[src/rtl/arith_pkg.sv]
// Shared arithmetic-suite package.
// Holds the controller state encoding and the default datapath sizing used by
// both the paired drain counter and the paired step-up accumulator.
package arith_pkg;

    typedef enum logic [1:0] {
        IDLE  = 2'd0,
        DRAIN = 2'd1,
        DONE  = 2'd2
    } state_t;

    localparam int DEFAULT_WIDTH = 8;
    localparam int DEFAULT_STEP  = 10;
    localparam int DEFAULT_CNT_W = 8;

endpackage

[src/rtl/sat_counter.sv]
// Saturating up-counter.
// Ports:
//   clk   - clock
//   rst   - synchronous active-high reset, clears count
//   clr   - synchronous clear (takes priority over inc)
//   inc   - increment request, ignored once count is all-ones
//   count - current count value
module sat_counter #(
    parameter int CNT_W = 8
) (
    input  logic             clk,
    input  logic             rst,
    input  logic             clr,
    input  logic             inc,
    output logic [CNT_W-1:0] count
);

    logic [CNT_W-1:0] count_q;
    logic [CNT_W-1:0] count_d;

    always_comb begin
        count_d = count_q;
        if (clr) begin
            count_d = '0;
        end else if (inc && (count_q != {CNT_W{1'b1}})) begin
            count_d = count_q + 1'b1;
        end
    end

    always_ff @(posedge clk) begin
        if (rst) begin
            count_q <= '0;
        end else begin
            count_q <= count_d;
        end
    end

    assign count = count_q;

endmodule

[src/rtl/paired_drain_counter.sv]
// Paired drain counter.
// Accepts an (x, y) pair through a valid/ready handshake, then decrements both
// registers by STEP on every selector-enabled cycle until another step would
// take either register below zero. Completion is signalled by a one-cycle done
// pulse; underflow reports whether any residue was left in x or y.
// Ports:
//   clk, rst            - clock, synchronous active-high reset
//   load_valid/ready    - load handshake (ready only in IDLE)
//   load_x, load_y      - initial pair, sampled on an accepted load
//   selector            - drain enable, only honoured in DRAIN
//   x, y                - current register values
//   busy                - high in DRAIN
//   done                - one-cycle pulse in DONE
//   underflow           - residue flag, held until the next accepted load
//   steps               - saturating count of decrements since last load
module paired_drain_counter
    import arith_pkg::*;
#(
    parameter int WIDTH = DEFAULT_WIDTH,
    parameter int STEP  = DEFAULT_STEP,
    parameter int CNT_W = DEFAULT_CNT_W
) (
    input  logic             clk,
    input  logic             rst,
    input  logic             load_valid,
    output logic             load_ready,
    input  logic [WIDTH-1:0] load_x,
    input  logic [WIDTH-1:0] load_y,
    input  logic             selector,
    output logic [WIDTH-1:0] x,
    output logic [WIDTH-1:0] y,
    output logic             busy,
    output logic             done,
    output logic             underflow,
    output logic [CNT_W-1:0] steps
);

    localparam logic [WIDTH-1:0] STEP_W = WIDTH'(STEP);

    state_t           state_q, state_d;
    logic [WIDTH-1:0] x_q, x_d;
    logic [WIDTH-1:0] y_q, y_d;
    logic             underflow_q, underflow_d;

    logic             load_fire;
    logic             guard_ok;
    logic             dec_fire;

    // Both registers must be able to absorb a full STEP; this guard is what
    // keeps the subtraction from ever wrapping.
    assign guard_ok  = (x_q >= STEP_W) && (y_q >= STEP_W);
    assign load_fire = (state_q == IDLE) && load_valid;
    assign dec_fire  = (state_q == DRAIN) && selector && guard_ok;

    always_comb begin
        state_d     = state_q;
        x_d         = x_q;
        y_d         = y_q;
        underflow_d = underflow_q;
        unique case (state_q)
            IDLE: begin
                if (load_valid) begin
                    x_d         = load_x;
                    y_d         = load_y;
                    underflow_d = 1'b0;
                    state_d     = DRAIN;
                end
            end
            DRAIN: begin
                if (selector) begin
                    if (guard_ok) begin
                        x_d = x_q - STEP_W;
                        y_d = y_q - STEP_W;
                    end else begin
                        underflow_d = (x_q != '0) || (y_q != '0);
                        state_d     = DONE;
                    end
                end
            end
            DONE: begin
                state_d = IDLE;
            end
            default: begin
                state_d = IDLE;
            end
        endcase
    end

    always_ff @(posedge clk) begin
        if (rst) begin
            state_q     <= IDLE;
            x_q         <= '0;
            y_q         <= '0;
            underflow_q <= 1'b0;
        end else begin
            state_q     <= state_d;
            x_q         <= x_d;
            y_q         <= y_d;
            underflow_q <= underflow_d;
        end
    end

    sat_counter #(
        .CNT_W(CNT_W)
    ) u_steps (
        .clk  (clk),
        .rst  (rst),
        .clr  (load_fire),
        .inc  (dec_fire),
        .count(steps)
    );

    assign x          = x_q;
    assign y          = y_q;
    assign underflow  = underflow_q;
    assign load_ready = (state_q == IDLE);
    assign busy       = (state_q == DRAIN);
    assign done       = (state_q == DONE);

`ifndef SYNTHESIS
    // Lockstep draining preserves the difference between the two registers
    // everywhere except across a load or a reset.
    a_diff_const: assert property (@(posedge clk) disable iff (rst)
        (!$past(rst) && !$past(load_fire)) |-> ((x_q - y_q) == $past(x_q - y_q)));

    // A decrement never increases either register (no wrap-around).
    a_no_wrap: assert property (@(posedge clk) disable iff (rst)
        dec_fire |=> ((x_q <= $past(x_q)) && (y_q <= $past(y_q))));

    a_done_not_busy: assert property (@(posedge clk) done |-> !busy);

    a_ready_idle: assert property (@(posedge clk) load_ready == (state_q == IDLE));
`endif

endmodule

[config.mk]
export PLATFORM = sky130hd
export DESIGN_NAME = paired_drain_counter
export DESIGN_NICKNAME = d
export VERILOG_FILES = /design/src/rtl/arith_pkg.sv /design/src/rtl/sat_counter.sv /design/src/rtl/paired_drain_counter.sv
export SDC_FILE = /design/constraint.sdc
export NUM_CORES = 1
export LEC_CHECK = 0
export CAP_MARGIN = 20
export CORE_MARGIN = 4
export CORE_UTILIZATION = 42
export DETAILED_ROUTE_END_ITERATION = 12
export GPL_TIMING_DRIVEN = 0
export PLACE_DENSITY = 0.73
export SLEW_MARGIN = 20
export SYNTH_ARGS = -nofsm -noshare
export SYNTH_HDL_FRONTEND = slang
export SYNTH_SLANG_ARGS = --single-unit
[constraint.sdc]
create_clock -name clk -period 1.5 [get_ports clk]
set_input_delay 0.225 -clock clk [delete_from_list [all_inputs] [get_ports clk]]
set_output_delay 0.225 -clock clk [all_outputs]
set_load 0.005 [all_outputs]
==> results_dict.tcl, run 1 <==
set metrics [dict create \
    drive_above_1_share_pct 34.8 \
    io_buffers 47 \
    drc 0 \
    cp_max_fo 6 \
    grt_max_degree 15 \
    path_delay_family "compound AO/OA/AOI/OAI gates" \
    fin_ws_ns -0.195 \
    htreeDepth 1 \
    pwr_density_cell_nw_per_um2 1010 \
    clk_latency_ns 0.28 \
    root_buffer "clkbuf_8" \
    syn-num-nets 222 \
    die_w_um 69.6 \
    synth_ff_type "dfxtp_1" \
    synth_mux_area_share_pct 1.96 \
    cts_max_path_buffers 2 \
    vias_per_cell 6.12 \
    syn_area_um2 1600 \
    syn_area_per_cell_um2 8.02 \
    cts_buffers 3 \
    cts.sinks 27 \
    maxSlewViolCount 0 \
    critPathMostFrequentCell "buf_4" \
    p_leak_uw 0.000971 \
    totalWireLength_um 5530 \
    whs_ns 0.429 \
    layout-area-overhead-vs-synth_pct 68.5 \
    slowest_stage "a221o_1" \
    rsz0062_at_grt "yes" \
    ir_drop_uv 682 \
    fmax_mhz 590 \
    worstHoldPathCells 4 \
    antenna_cells 0 \
    dp_hpwl_um 3370 \
    post-route-period-util_pct 113 \
    synth_edf_count 0 \
    cp-start-kind "flip-flop" \
    num_io_pins 48 \
    holdCritPathClass "input port to flip-flop" \
    syn_inst 199 \
    yosys.area_share.xor_xnor_pct 0 \
    worst_slew_pin_slew_ns 0.469 \
    ys_seq_area_share_pct 33.9 \
    regToRegSetupSlack_ns -0.19 \
    synth-async-reset-ratio_pct 0 \
    maxCapViolCount 0 \
    outcome "complete, but fails checks" \
    die_area_um2 4850 \
    dr.pass1.iters 4 \
    layout.nets 294 \
    track_usage_pct 20.9 \
    synthSimpleGateAreaFrac_pct 24.9 \
    finalHoldViolCount 0 \
    multiInputGateArea_um2 1220 \
    slowest_delay_ns 0.42 \
    crit_cells 6 \
    synth_seq_cells 27 \
    grt_pass1_wl_um 8450 \
    cp-end-kind "flip-flop" \
    postRouteAntennaNets 0 \
    setup_viol 23 \
    wl_per_cell_um 17.4 \
    relSlewSlack_pct 68.5 \
    period_minus_slack_ns 1.69 \
    hold_buffers 0 \
    drtIter0Drc 145 \
    synth-compound-area-share_pct 31.8 \
    r2r_cells 6 \
    synth_top_family_by_area "compound AO/OA/AOI/OAI gates" \
    grt_overflow 0 \
    fin_skew_ns 0.00408 \
    cp_data_required_time_ns 1.72 \
    die_y_um 69.6 \
    cts_tree "done" \
    synth_cell_types 45 \
    antenna_found_initial 0 \
    worstPathCellList "nor4_4, buf_4, a221o_1, buf_4, or3_1, a21oi_1" \
    vias 1945 \
    clkTransAtPathRegs_ns 0.10 \
    timing_worst_setup_path_type "flip-flop to flip-flop" \
    synth_fa_ha_area_share_pct 2.35 \
    critPathBufInv 2 \
    arrival_ns 1.91 \
    grt_pass1_vias 1835 \
    tns_ns -3.00 \
    seq_area_um2 584 \
    core-area_um2 3660 \
    start_util_pct 43.6 \
    ys_warn_count 0 \
    gp_congestion 0.866 \
    violations "negative setup slack" \
    row_count 22 \
    fillers 280 \
]
-- worst paths after layout --
kind                       to              from
max          u_steps.count[3]              y[4]
min                state_q[0]          selector
max reg2reg  u_steps.count[3]              y[4]
min reg2reg  u_steps.count[1]  u_steps.count[1]
-- flip-flops by register name, summed over array words and instances (netlist names) --
name and cells:
state_q 2, u_steps.count 8, underflow 1, x 8
y 8
-- synth_stat cells (4+ instances only) --
| master | n | area share, % |
|---|---|---|
| a221oi_1 | 5 | 2.7 |
| clkbuf_1 | 5 | 1.2 |
| nand2b_1 | 5 | 2.0 |
| nand2_1 | 17 | 4.0 |
| nor3_1 | 4 | 1.3 |
| inv_1 | 8 | 1.9 |
| o21ai_0 | 8 | 2.5 |
| a21oi_1 | 18 | 5.6 |
| nor2_1 | 13 | 3.1 |
| a211oi_1 | 9 | 4.2 |
| o32ai_1 | 10 | 5.5 |
| dfxtp_1 | 27 | 34 |
| buf_1 | 4 | 0.94 |
| and3_1 | 7 | 2.7 |
| and2_1 | 5 | 2.0 |
| a31oi_1 | 4 | 1.6 |
| nand3_1 | 5 | 1.6 |
-- tightest hold or removal path, stage by stage --
cell and delay (ns):
dlygate4sd2_1 0.24, nand2_1 0.08, o22ai_2 0.08, nor3_1 0.06
-- where the power goes --
part           total, uW  leakage (uW)  internal, uW  switching (uW)
combinational       1350      0.000717           715             632
clock                443     0.0000228           191             252
sequential           913      0.000231           803             110
-- routing by layer --
layer  vias to the layer above  track usage [%]  wire length, um
met3                        15             3.91              368
met2                        84             35.4             2750
li1                        916                -                -
met4                         0             5.32              106
met1                       930             27.2             2310
met5                         -                0                0
-- cell families after synthesis --
family | count (synthesis)
adder cells (fa/ha/maj) | 3
AND/OR/NAND/NOR | 73
multiplexers | 3
buffers and inverters | 20
AO/OA/AOI/OAI | 73
flip-flops | 27
-- stage by stage --
| step | total power [uW] | util [%] | setup WS [ns] | instance area, um2 | cells |
|---|---|---|---|---|---|
| 2_1_floorplan | 1410 | - | -0.0501 | 1640 | 199 |
| 4_1_cts | 2330 | 65.5 | -0.143 | 2400 | 310 |
| 3_3_place_gp | 1750 | 59.3 | -0.647 | 2170 | 294 |
| 3_5_place_dp | 1750 | 59.3 | -0.636 | 2170 | 294 |
| 6_report | 2700 | 73.4 | -0.195 | 2690 | 318 |
| 5_1_grt | 2820 | 73.4 | -0.255 | 2690 | 318 |
-- layout make-up --
| type | count | share of cell area (%) |
|---|---|---|
| flip-flops and latches | 27 | 21.7 |
| multi-input cells | 152 | 45.3 |
| clock buffers | 4 | 1.68 |
| plain buffers | 11 | 4.09 |
| repair buffers | 68 | 23.7 |
| inverters | 8 | 1.21 |
| well taps | 48 | 2.23 |
-- layout by cell type (no fill, tap or decap), types with 3 or more instances in the layout --
cell,Yosys,routed
a31oi_1,4,4
clkdlybuf4s50_1,0,41
a221oi_1,5,3
nand3_1,5,5
buf_2,2,4
dfxtp_1,27,8
a211oi_2,0,5
nor2_1,13,11
dlygate4sd2_1,0,4
inv_1,8,7
o32ai_2,0,8
buf_6,0,3
a21oi_1,18,17
dfxtp_2,0,11
clkbuf_8,0,4
and3_1,7,7
o21ai_0,8,8
a211oi_1,9,4
clkbuf_2,0,4
and2_1,5,5
buf_4,1,18
nand2_1,17,17
nand2b_1,5,4
o31ai_1,3,3
dfxtp_4,0,8
nor3_1,4,4
-- repair_timing --
item,in CTS,in global routing
gates resized for setup,43,40
cloned,0,2
pin swaps,10,19
endpoints found under the setup margin,28,26
buffers inserted,13,6
Note: power is estimated with default switching activity, not from simulation.
==> inputs of run 2 (changes only) <==
--- a/config.mk
+++ b/config.mk
@@ -7,10 +7,11 @@
 export LEC_CHECK = 0
 export CAP_MARGIN = 20
 export CORE_MARGIN = 4
-export CORE_UTILIZATION = 42
+export CORE_UTILIZATION = 35
+export CTS_CLUSTER_SIZE = 8
 export DETAILED_ROUTE_END_ITERATION = 12
 export GPL_TIMING_DRIVEN = 0
-export PLACE_DENSITY = 0.73
+export PLACE_DENSITY = 0.62
 export SLEW_MARGIN = 20
 export SYNTH_ARGS = -nofsm -noshare
 export SYNTH_HDL_FRONTEND = slang
==> run 2 against run 1 <==
  * The run still ends with negative setup slack left
  * Final area is 3.3% higher
  * Core utilization is 10 points lower
  * Final cell count is 5.3% higher
  * Combinational power is 4% higher
  * Critical endpoint is now x[1]
  * Largest power group unchanged
  * Highest routed layer unchanged
==> results_dict.tcl, run 2 (synthesis gave the netlist of run 1 again) <==
set metrics [dict create \
    start_util_pct 36.4 \
    rsz0062_at_grt "yes" \
    r2r_cells 7 \
    dp_hpwl_um 3520 \
    p_sw_uw 958 \
    drc 0 \
    cts.sinks 27 \
    die_w_um 75.5 \
    postRouteAntennaNets 0 \
    num_io_pins 48 \
    startpoint "state_q[1]" \
    fmax_mhz 596 \
    vias 1969 \
    wl_per_cell_um 16.8 \
    design_area_um2 2780 \
    post-route-period-util_pct 112 \
    swShare_pct 35.1 \
    layout-area-overhead-vs-synth_pct 74.0 \
    cts_max_path_buffers 2 \
    vias_per_cell 5.88 \
    gp_congestion 0.815 \
    relSlewSlack_pct 65.8 \
    drtIter0Drc 117 \
    arrival_ns 1.87 \
    pwr-share-clk_pct 15.7 \
    antenna_found_initial 0 \
    grt_pass1_wl_um 8690 \
    violations "negative setup slack" \
    critPathCapture "x[1]" \
    r2r-end "x[1]" \
    fin_ws_ns -0.177 \
    setup_viol 23 \
    cp-start-kind "flip-flop" \
    grt_pass1_vias 1765 \
    clkTransAtPathRegs_ns 0.10 \
    holdCritPathClass "input port to flip-flop" \
    p_int_uw 1770 \
    maxSlewViolCount 0 \
    dp_cells 298 \
    pwr_density_cell_nw_per_um2 983 \
    cp_data_required_time_ns 1.69 \
    ir_drop_uv 746 \
    worstReg2RegStart "state_q[1]" \
    final_cell_mix "clkdlybuf4s50_1, buf_4, a21oi_1, nand2_1, dfxtp_4" \
    seq_power_share_pct 33.1 \
    io_buffers 47 \
    die_area_um2 5700 \
    outcome "complete, but fails checks" \
    drive_above_1_share_pct 35.7 \
    stdcell_count 335 \
    worst_slew_pin_slew_ns 0.514 \
    post-route-util_pct 63.3 \
    dr.pass1.iters 5 \
    power_frac_comb_pct 51.2 \
    totalWireLength_um 5640 \
    htreeDepth 1 \
    core-area_um2 4380 \
    cp_max_fo 5 \
    die_y_um 75.5 \
    track_usage_pct 19.6 \
    clk_latency_ns 0.27 \
    antenna_cells 0 \
    cts_buffers 3 \
    root_buffer "clkbuf_8" \
    grt_max_degree 15 \
    row_count 24 \
    fin_skew_ns 0.00304 \
    cp-end-kind "flip-flop" \
    timing_worst_setup_path_type "flip-flop to flip-flop" \
    grt_overflow 0 \
    regToRegSetupSlack_ns -0.18 \
    place_area_um2 2180 \
    final_common_cell "clkdlybuf4s50_1" \
    layout.nets 307 \
    period_minus_slack_ns 1.68 \
    cts_tree "done" \
    finalHoldViolCount 0 \
    p_leak_uw 0.00113 \
    maxCapViolCount 0 \
]
## run 2: cell types whose count changed in the layout (fill, tap and decap cells not counted), sizes merged
cell	delta
buf	+17
dlygate4sd2	-4
clkdlybuf4s15	+1
dlymetal6s2s	+8
clkbuf	-3
clkdlybuf4s50	-6
## run 2: routing by layer
layer / up-vias / GRT usage [%] / share of wire (%)
li1: 940 / - / -
met1: 943 / 27.5 / 44
met2: 77 / 30.5 / 48
met3: 9 / 4.35 / 6.7
met4: 0 / 5.24 / 0.98
met5: - / 0 / 0
## run 2: power groups by stage
stage	sequential (uW)	combinational (uW)	clock [uW]
floorplan	910	495	0
global placement	926	832	0
detailed placement	927	831	0
CTS	905	1210	451
global route	913	1490	474
finish	903	1400	429
## run 2: layout make-up
class,count,area [um2]
multi-input cells,152,1150
clock buffers,4,45.0
plain buffers,11,114
fillers,362,1610
well taps,52,65.1
flip-flops and latches,27,599
repair buffers,81,776
inverters,8,30.0
## run 2: timing repair
| item | in CTS | in global routing |
|---|---|---|
| endpoints found under the setup margin | 29 | 35 |
| gates cloned | 1 | 0 |
| hold buffers | 0 | 0 |
| gates resized for setup | 50 | 44 |
| buffers inserted | 21 | 14 |
| pin swaps | 17 | 20 |
## run 2: worst min-delay path by stage
| stage | depth (start not counted) | startpoint | end | slack [ns] |
|---|---|---|---|---|
| 2_1_floorplan | 2 | load_x[0] | x[0] | 0.37 |
| 3_3_place_gp | 1 | state_q[1] | state_q[0] | 0.47 |
| 3_5_place_dp | 1 | state_q[1] | state_q[0] | 0.48 |
| 4_1_cts | 2 | x[6] | x[6] | 0.52 |
| 5_1_grt | 4 | selector | state_q[0] | 0.42 |
| 6_report | 4 | selector | state_q[0] | 0.41 |
## run 2: per-stage QoR
| step | TNS [ns] | hold WS, ns | setup WS, ns | power, uW |
|---|---|---|---|---|
| after CTS | -2.37 | 0.520 | -0.150 | 2570 |
| after detailed placement | -12.06 | 0.481 | -0.646 | 1760 |
| final | -2.51 | 0.414 | -0.177 | 2730 |
| after floorplan | -0.567 | 0.372 | -0.0501 | 1410 |
| after global routing | -3.82 | 0.424 | -0.224 | 2880 |
| after global placement | -12.32 | 0.474 | -0.653 | 1760 |
## run 2: critical path, cell delays in order, from the launching register on
cell,delay (ns)
dfxtp_4,0.36
nand3b_1,0.23
buf_6,0.16
buf_6,0.11
a221oi_4,0.30
buf_4,0.20
nand2_2,0.05
a31oi_1,0.18
